--- config.mk ---
export PLATFORM = sky130hd
export DESIGN_NAME = alu_exec_unit
export DESIGN_NICKNAME = d
export VERILOG_FILES = /design/src/rtl/alu_exec_unit.sv
export SDC_FILE = /design/constraint.sdc
export NUM_CORES = 1
export LEC_CHECK = 0
export ABC_CLOCK_PERIOD_IN_PS = 4660
export CAP_MARGIN = 40
export CORE_UTILIZATION = 40
export DETAILED_ROUTE_END_ITERATION = 8
export GPL_ROUTABILITY_DRIVEN = 0
export SYNTH_ARGS = -nofsm -noshare
export SYNTH_HDL_FRONTEND = slang
export SYNTH_SLANG_ARGS = --single-unit
--- constraint.sdc ---
create_clock -name clk -period 4.66 [get_ports clk]
set_input_delay 1.398 -clock clk [delete_from_list [all_inputs] [get_ports clk]]
set_output_delay 1.398 -clock clk [all_outputs]
set_load 0.005 [all_outputs]
--- src/rtl/alu_exec_unit.sv ---
// Execute-stage ALU with valid/ready handshake on both sides and zero/overflow/illegal flags.
// Optional iterative shift-add multiplier is built only when ALU_MUL_EN is defined.
module alu_exec_unit #(
    parameter int WIDTH = 32
) (
    input  logic             clk,
    input  logic             rst_n,
    input  logic             in_valid,
    output logic             in_ready,
    input  logic [3:0]       alu_ctrl,
    input  logic [WIDTH-1:0] src_a,
    input  logic [WIDTH-1:0] src_b,
    output logic             out_valid,
    input  logic             out_ready,
    output logic [WIDTH-1:0] result,
    output logic             zero,
    output logic             overflow,
    output logic             illegal
);

    localparam logic [3:0] ALU_AND = 4'b0000;
    localparam logic [3:0] ALU_OR  = 4'b0001;
    localparam logic [3:0] ALU_ADD = 4'b0010;
    localparam logic [3:0] ALU_SUB = 4'b0110;
    localparam logic [3:0] ALU_SLT = 4'b0111;
    localparam logic [3:0] ALU_NOR = 4'b1100;
`ifdef ALU_MUL_EN
    localparam logic [3:0] ALU_MUL = 4'b1000;
    localparam int         CNT_W   = $clog2(WIDTH);

    typedef enum logic [1:0] {IDLE = 2'd0, DONE = 2'd1, MULS = 2'd2} state_t;
`else
    typedef enum logic [1:0] {IDLE = 2'd0, DONE = 2'd1} state_t;
`endif

    state_t state, state_nxt;

    logic signed [WIDTH-1:0] sum_c, diff_c;
    logic [WIDTH-1:0]        res_c;
    logic                    ovf_c, ill_c, mul_c, add_ovf, sub_ovf, accept;

    function automatic logic add_overflow(input logic sa, input logic sb, input logic ss);
        return (sa == sb) && (ss != sa);
    endfunction

    function automatic logic sub_overflow(input logic sa, input logic sb, input logic sd);
        return (sa != sb) && (sd != sa);
    endfunction

    assign sum_c   = $signed(src_a) + $signed(src_b);
    assign diff_c  = $signed(src_a) - $signed(src_b);
    assign add_ovf = add_overflow(src_a[WIDTH-1], src_b[WIDTH-1], sum_c[WIDTH-1]);
    assign sub_ovf = sub_overflow(src_a[WIDTH-1], src_b[WIDTH-1], diff_c[WIDTH-1]);

    always_comb begin
        res_c = '0;
        ovf_c = 1'b0;
        ill_c = 1'b0;
        mul_c = 1'b0;
        case (alu_ctrl)
            ALU_AND: res_c = src_a & src_b;
            ALU_OR:  res_c = src_a | src_b;
            ALU_ADD: begin
                res_c = sum_c;
                ovf_c = add_ovf;
            end
            ALU_SUB: begin
                res_c = diff_c;
                ovf_c = sub_ovf;
            end
            ALU_SLT: res_c = {{(WIDTH-1){1'b0}}, diff_c[WIDTH-1] ^ sub_ovf};
            ALU_NOR: res_c = ~(src_a | src_b);
`ifdef ALU_MUL_EN
            ALU_MUL: mul_c = 1'b1;
`endif
            default: ill_c = 1'b1;
        endcase
    end

    assign in_ready  = (state == IDLE) || ((state == DONE) && out_ready);
    assign accept    = in_valid && in_ready;
    assign out_valid = (state == DONE);

`ifdef ALU_MUL_EN
    logic [WIDTH-1:0] mcand_p1, mplier_p1, acc_p1, acc_nxt;
    logic [CNT_W-1:0] cnt_p1;
    logic             mul_last;

    assign acc_nxt  = acc_p1 + (mplier_p1[0] ? mcand_p1 : '0);
    assign mul_last = (state == MULS) && (cnt_p1 == CNT_W'(WIDTH-1));

    // Multiplier stage: one shift-add iteration per cycle while in MULS
    always_ff @(posedge clk or negedge rst_n) begin
        if (!rst_n) begin
            mcand_p1  <= '0;
            mplier_p1 <= '0;
            acc_p1    <= '0;
            cnt_p1    <= '0;
        end else if (accept && mul_c) begin
            mcand_p1  <= src_a;
            mplier_p1 <= src_b;
            acc_p1    <= '0;
            cnt_p1    <= '0;
        end else if (state == MULS) begin
            mcand_p1  <= mcand_p1 << 1;
            mplier_p1 <= mplier_p1 >> 1;
            acc_p1    <= acc_nxt;
            cnt_p1    <= cnt_p1 + 1'b1;
        end
    end
`endif

    always_ff @(posedge clk or negedge rst_n) begin
        if (!rst_n) state <= IDLE;
        else        state <= state_nxt;
    end

    always_comb begin
        state_nxt = state;
        case (state)
            IDLE: begin
                if (accept) state_nxt = mul_c ? state_t'(2'd2) : DONE;
            end
            DONE: begin
                if (out_ready) begin
                    if (accept) state_nxt = mul_c ? state_t'(2'd2) : DONE;
                    else        state_nxt = IDLE;
                end
            end
`ifdef ALU_MUL_EN
            MULS: begin
                if (mul_last) state_nxt = DONE;
            end
`endif
            default: state_nxt = IDLE;
        endcase
    end

    // Result stage: loaded on a simple/illegal accept or on the final multiply step
    always_ff @(posedge clk or negedge rst_n) begin
        if (!rst_n) begin
            result   <= '0;
            zero     <= 1'b0;
            overflow <= 1'b0;
            illegal  <= 1'b0;
        end else if (accept && !mul_c) begin
            result   <= res_c;
            zero     <= (res_c == '0);
            overflow <= ovf_c;
            illegal  <= ill_c;
        end
`ifdef ALU_MUL_EN
        else if (mul_last) begin
            result   <= acc_nxt;
            zero     <= (acc_nxt == '0);
            overflow <= 1'b0;
            illegal  <= 1'b0;
        end
`endif
    end

endmodule

==> flow_summary.json, run 1 <==
{
  "seq_area_um2": 901,
  "finalHoldViolations": 0,
  "clk_pin_slew_ns": 0.06,
  "maxCapViolations": 0,
  "first_iter_violations": 857,
  "synth.distinct_cells": 97,
  "grt_max_degree": 41,
  "slowest_stage": "o31a_4",
  "cts_tree": "yes",
  "p_leak_nw": 5.15,
  "ys_warn_count": 0,
  "clock_latency_ns": 0.28,
  "drc": 0,
  "syn_to_final_growth_pct": 60.5,
  "worst_pin_slew_ns": 0.633,
  "die_y_um": 134,
  "syn_area_mm2": 0.00699,
  "cts_sinks": 36,
  "grt_pass1_vias": 8110,
  "path_max_fanout": 2,
  "startpoint_type": "primary input",
  "hpwl_um": 21000,
  "vias": 8834,
  "fin_tns_setup_ns": -0.783,
  "avgSynthCellArea_um2": 7.28,
  "drive_gt1_share_pct": 36.7,
  "grt_overflow": 0,
  "post-place-cells": 1512,
  "fin_nets": 1488,
  "wl_per_cell_um": 17.6,
  "cp-end-kind": "flop",
  "drtAntennaViolNets": 0,
  "ios": 109,
  "crit_type": "primary input to flop",
  "port_buffers": 108,
  "first_pass_iters": 7,
  "rsz0062_at_grt": "true",
  "cpMostUsedCell": "nand4_1",
  "cp.required_ns": 4.85,
  "antenna_cells": 0,
  "setup_slack_ns": -0.783,
  "yosysSeqAreaShare_pct": 12.9,
  "num-fill-cells": 1460,
  "synth_cells": 960,
  "finalWirelength_um": 26900,
  "critical_path_arrival_ns": 5.63,
  "viasPerCell": 5.76,
  "grt_pass1_wl_um": 42000,
  "cp_slowest_stage_delay_ns": 0.37,
  "placed_cell_area_mm2": 0.0102,
  "fmax_mhz": 184,
  "p_per_area_mw_per_mm2": 181,
  "period_share_pct": 117,
  "chipWidth_um": 134,
  "status": "finished with violations",
  "yosys_register_bits": 36,
  "slew_headroom_pct": 57.7,
  "syn-num-nets": 1134,
  "antenna_found_initial": 0,
  "drv_slew": 0,
  "clk_path_buf_depth": 2,
  "clockRootBuffer": "clkbuf_16",
  "grt_util_all_layers_pct": 29.0,
  "multi_input_area_mm2": 0.00621,
  "skew_ns": 0.00308,
  "hold_path_class": "flop to flop",
  "setup_violations": 1,
  "cts_made_buffers": 5,
  "core_mm2": 0.0168,
  "async_flop_share_pct": 100,
  "dieArea_mm2": 0.0180,
  "start_util_pct": 41.5,
  "h-tree-depth": 2,
  "peakVddDrop_mv": 0.142,
  "post-route-min-period_ns": 5.44,
  "final_cell_area_mm2": 0.0112,
  "rows": 47,
  "instances_no_fill": 1535,
  "holdBufCountCts": 0,
  "failed_checks": "negative setup slack",
  "synth_ff_type": "dfrtp_1",
  "synth-edff-count": 0
}
## final timing paths
check                            from          to  slack [ns]  cells after the start
min in group asynchronous       rst_n   result[5]        0.95                      1
max reg2reg                  state[0]        zero        2.16                     12
min reg2reg                result[24]  result[24]        0.48                      2
min                        result[24]  result[24]        0.48                      2
max in group asynchronous       rst_n  result[18]        3.29                      2
max                          src_b[7]        zero       -0.78                     25
## Yosys cell counts (all sizes together) (4+ instances only)
library cell  count  area (um2)
nand4            11        81.3
nor4             11        81.3
a21boi            4        30.0
nor2             95         362
inv              89         334
nand3            19        95.1
a31oi            10        68.8
nand2b           15        93.8
o21a              9        68.8
a221oi           19         179
buf              27         144
o31ai            19         175
or4b              4        40.0
o21bai           11        82.6
ha               99        1240
o22ai             4        25.0
a22o              8        70.1
a22oi             7        52.6
nor3             26         130
nor2b             9        56.3
and2              5        31.3
dfrtp            36         901
o221ai            8        76.3
or3               6        37.5
o221a             4        45.0
nand2            87         329
a21o             16         120
o21ai            63         315
clkbuf           29         114
o311ai            7        78.8
xnor2             5        43.8
a211oi           10        85.1
a21oi            86         438
a221o            17         170
o211ai           15         118
## critical path: cells and delay by family
kind | cells | cell delay (ns)
AO/OA/AOI/OAI | 10 | 1.79
AND/OR/NAND/NOR | 11 | 1.73
adder cells (fa/ha/maj) | 2 | 0.56
buffers and inverters | 2 | 0.15
## logic make-up after synthesis
| group | share of synthesized area [%] |
|---|---|
| DFF | 12.9 |
| AOI/OAI and AO/OA | 37.0 |
| muxes | 0.752 |
| and+or+nand+nor | 21.5 |
| adders and majority gates | 18.6 |
| buffers and inverters | 8.52 |
| xor gates and xnor gates | 0.752 |
## flip-flops by register name, summed over array words and instances, names as in the netlist
register / cells
result: 32
illegal: 1
overflow: 1
state: 1
zero: 1
## area by class of cell
type                    count  area share (%)
multi-input cells         778            55.4
repair buffers            403            29.5
flip-flops and latches     36            8.03
inverters                  90            3.12
well taps                 220            2.45
clock buffers               5            1.12
clock inverters             3           0.413
## repair_timing
action                     in CTS  in global routing
setup endpoints to repair       8                  8
pin swaps                      23                 17
setup buffers                   9                  8
resized for setup             153                102
## layout by cell type (no fill, tap or decap), types with 8 or more instances in the layout
cell / synthesis / final
inv_1: 87 / 50
a21oi_2: 2 / 8
nor3_1: 26 / 26
nand2b_1: 15 / 14
o21a_1: 8 / 8
a31oi_1: 9 / 9
clkbuf_2: 1 / 13
nand3_1: 19 / 17
ha_1: 99 / 66
inv_2: 2 / 34
ha_2: 0 / 8
a221o_1: 17 / 17
o211ai_1: 14 / 14
o21bai_1: 11 / 10
dlymetal6s2s_1: 0 / 8
nor2_1: 93 / 85
dlygate4sd2_1: 0 / 12
dfrtp_1: 36 / 36
ha_4: 0 / 25
a21oi_1: 84 / 74
o31ai_1: 16 / 12
nand4_1: 9 / 9
a21o_1: 16 / 16
buf_4: 5 / 284
a22o_1: 8 / 8
o21ai_0: 59 / 55
a221oi_1: 17 / 16
clkdlybuf4s50_1: 0 / 64
buf_6: 0 / 11
nor2b_1: 9 / 8
nand2_1: 86 / 86
## where the power goes
group	internal [mW]	leakage, nW	switching [mW]
Clock	0.254	0.0804	0.140
Sequential	0.348	0.474	0.0234
Combinational	0.638	4.60	0.632
## metal layers
metal  global-route usage, %  vias up  part of all wire (%)
met2                    47.2      461                    45
met3                    3.29       42                   8.3
met5                       0        -                     0
met4                    5.49        0                   1.9
li1                        -     4257                     -
met1                    41.4     4074                    45
## through the flow
step / setup slack, ns / utilization, % / hold slack (ns) / power [mW]
global route: -1.13 / 66.7 / 0.506 / 2.16
CTS: -0.855 / 64.9 / 0.488 / 1.97
floorplan: -0.775 / - / 0.470 / 0.914
global placement: -1.77 / 60.8 / 0.462 / 1.49
detailed placement: -2.02 / 60.9 / 0.474 / 1.50
finish: -0.783 / 66.7 / 0.481 / 2.04
Power figures use the tool's default switching activity.
==> inputs of run 2 (changes only) <==
Settings changed: CORE_MARGIN from default to 1.
==> results of run 2 <==
No change in the layout: final DEF, timing and power equal those of run 1.
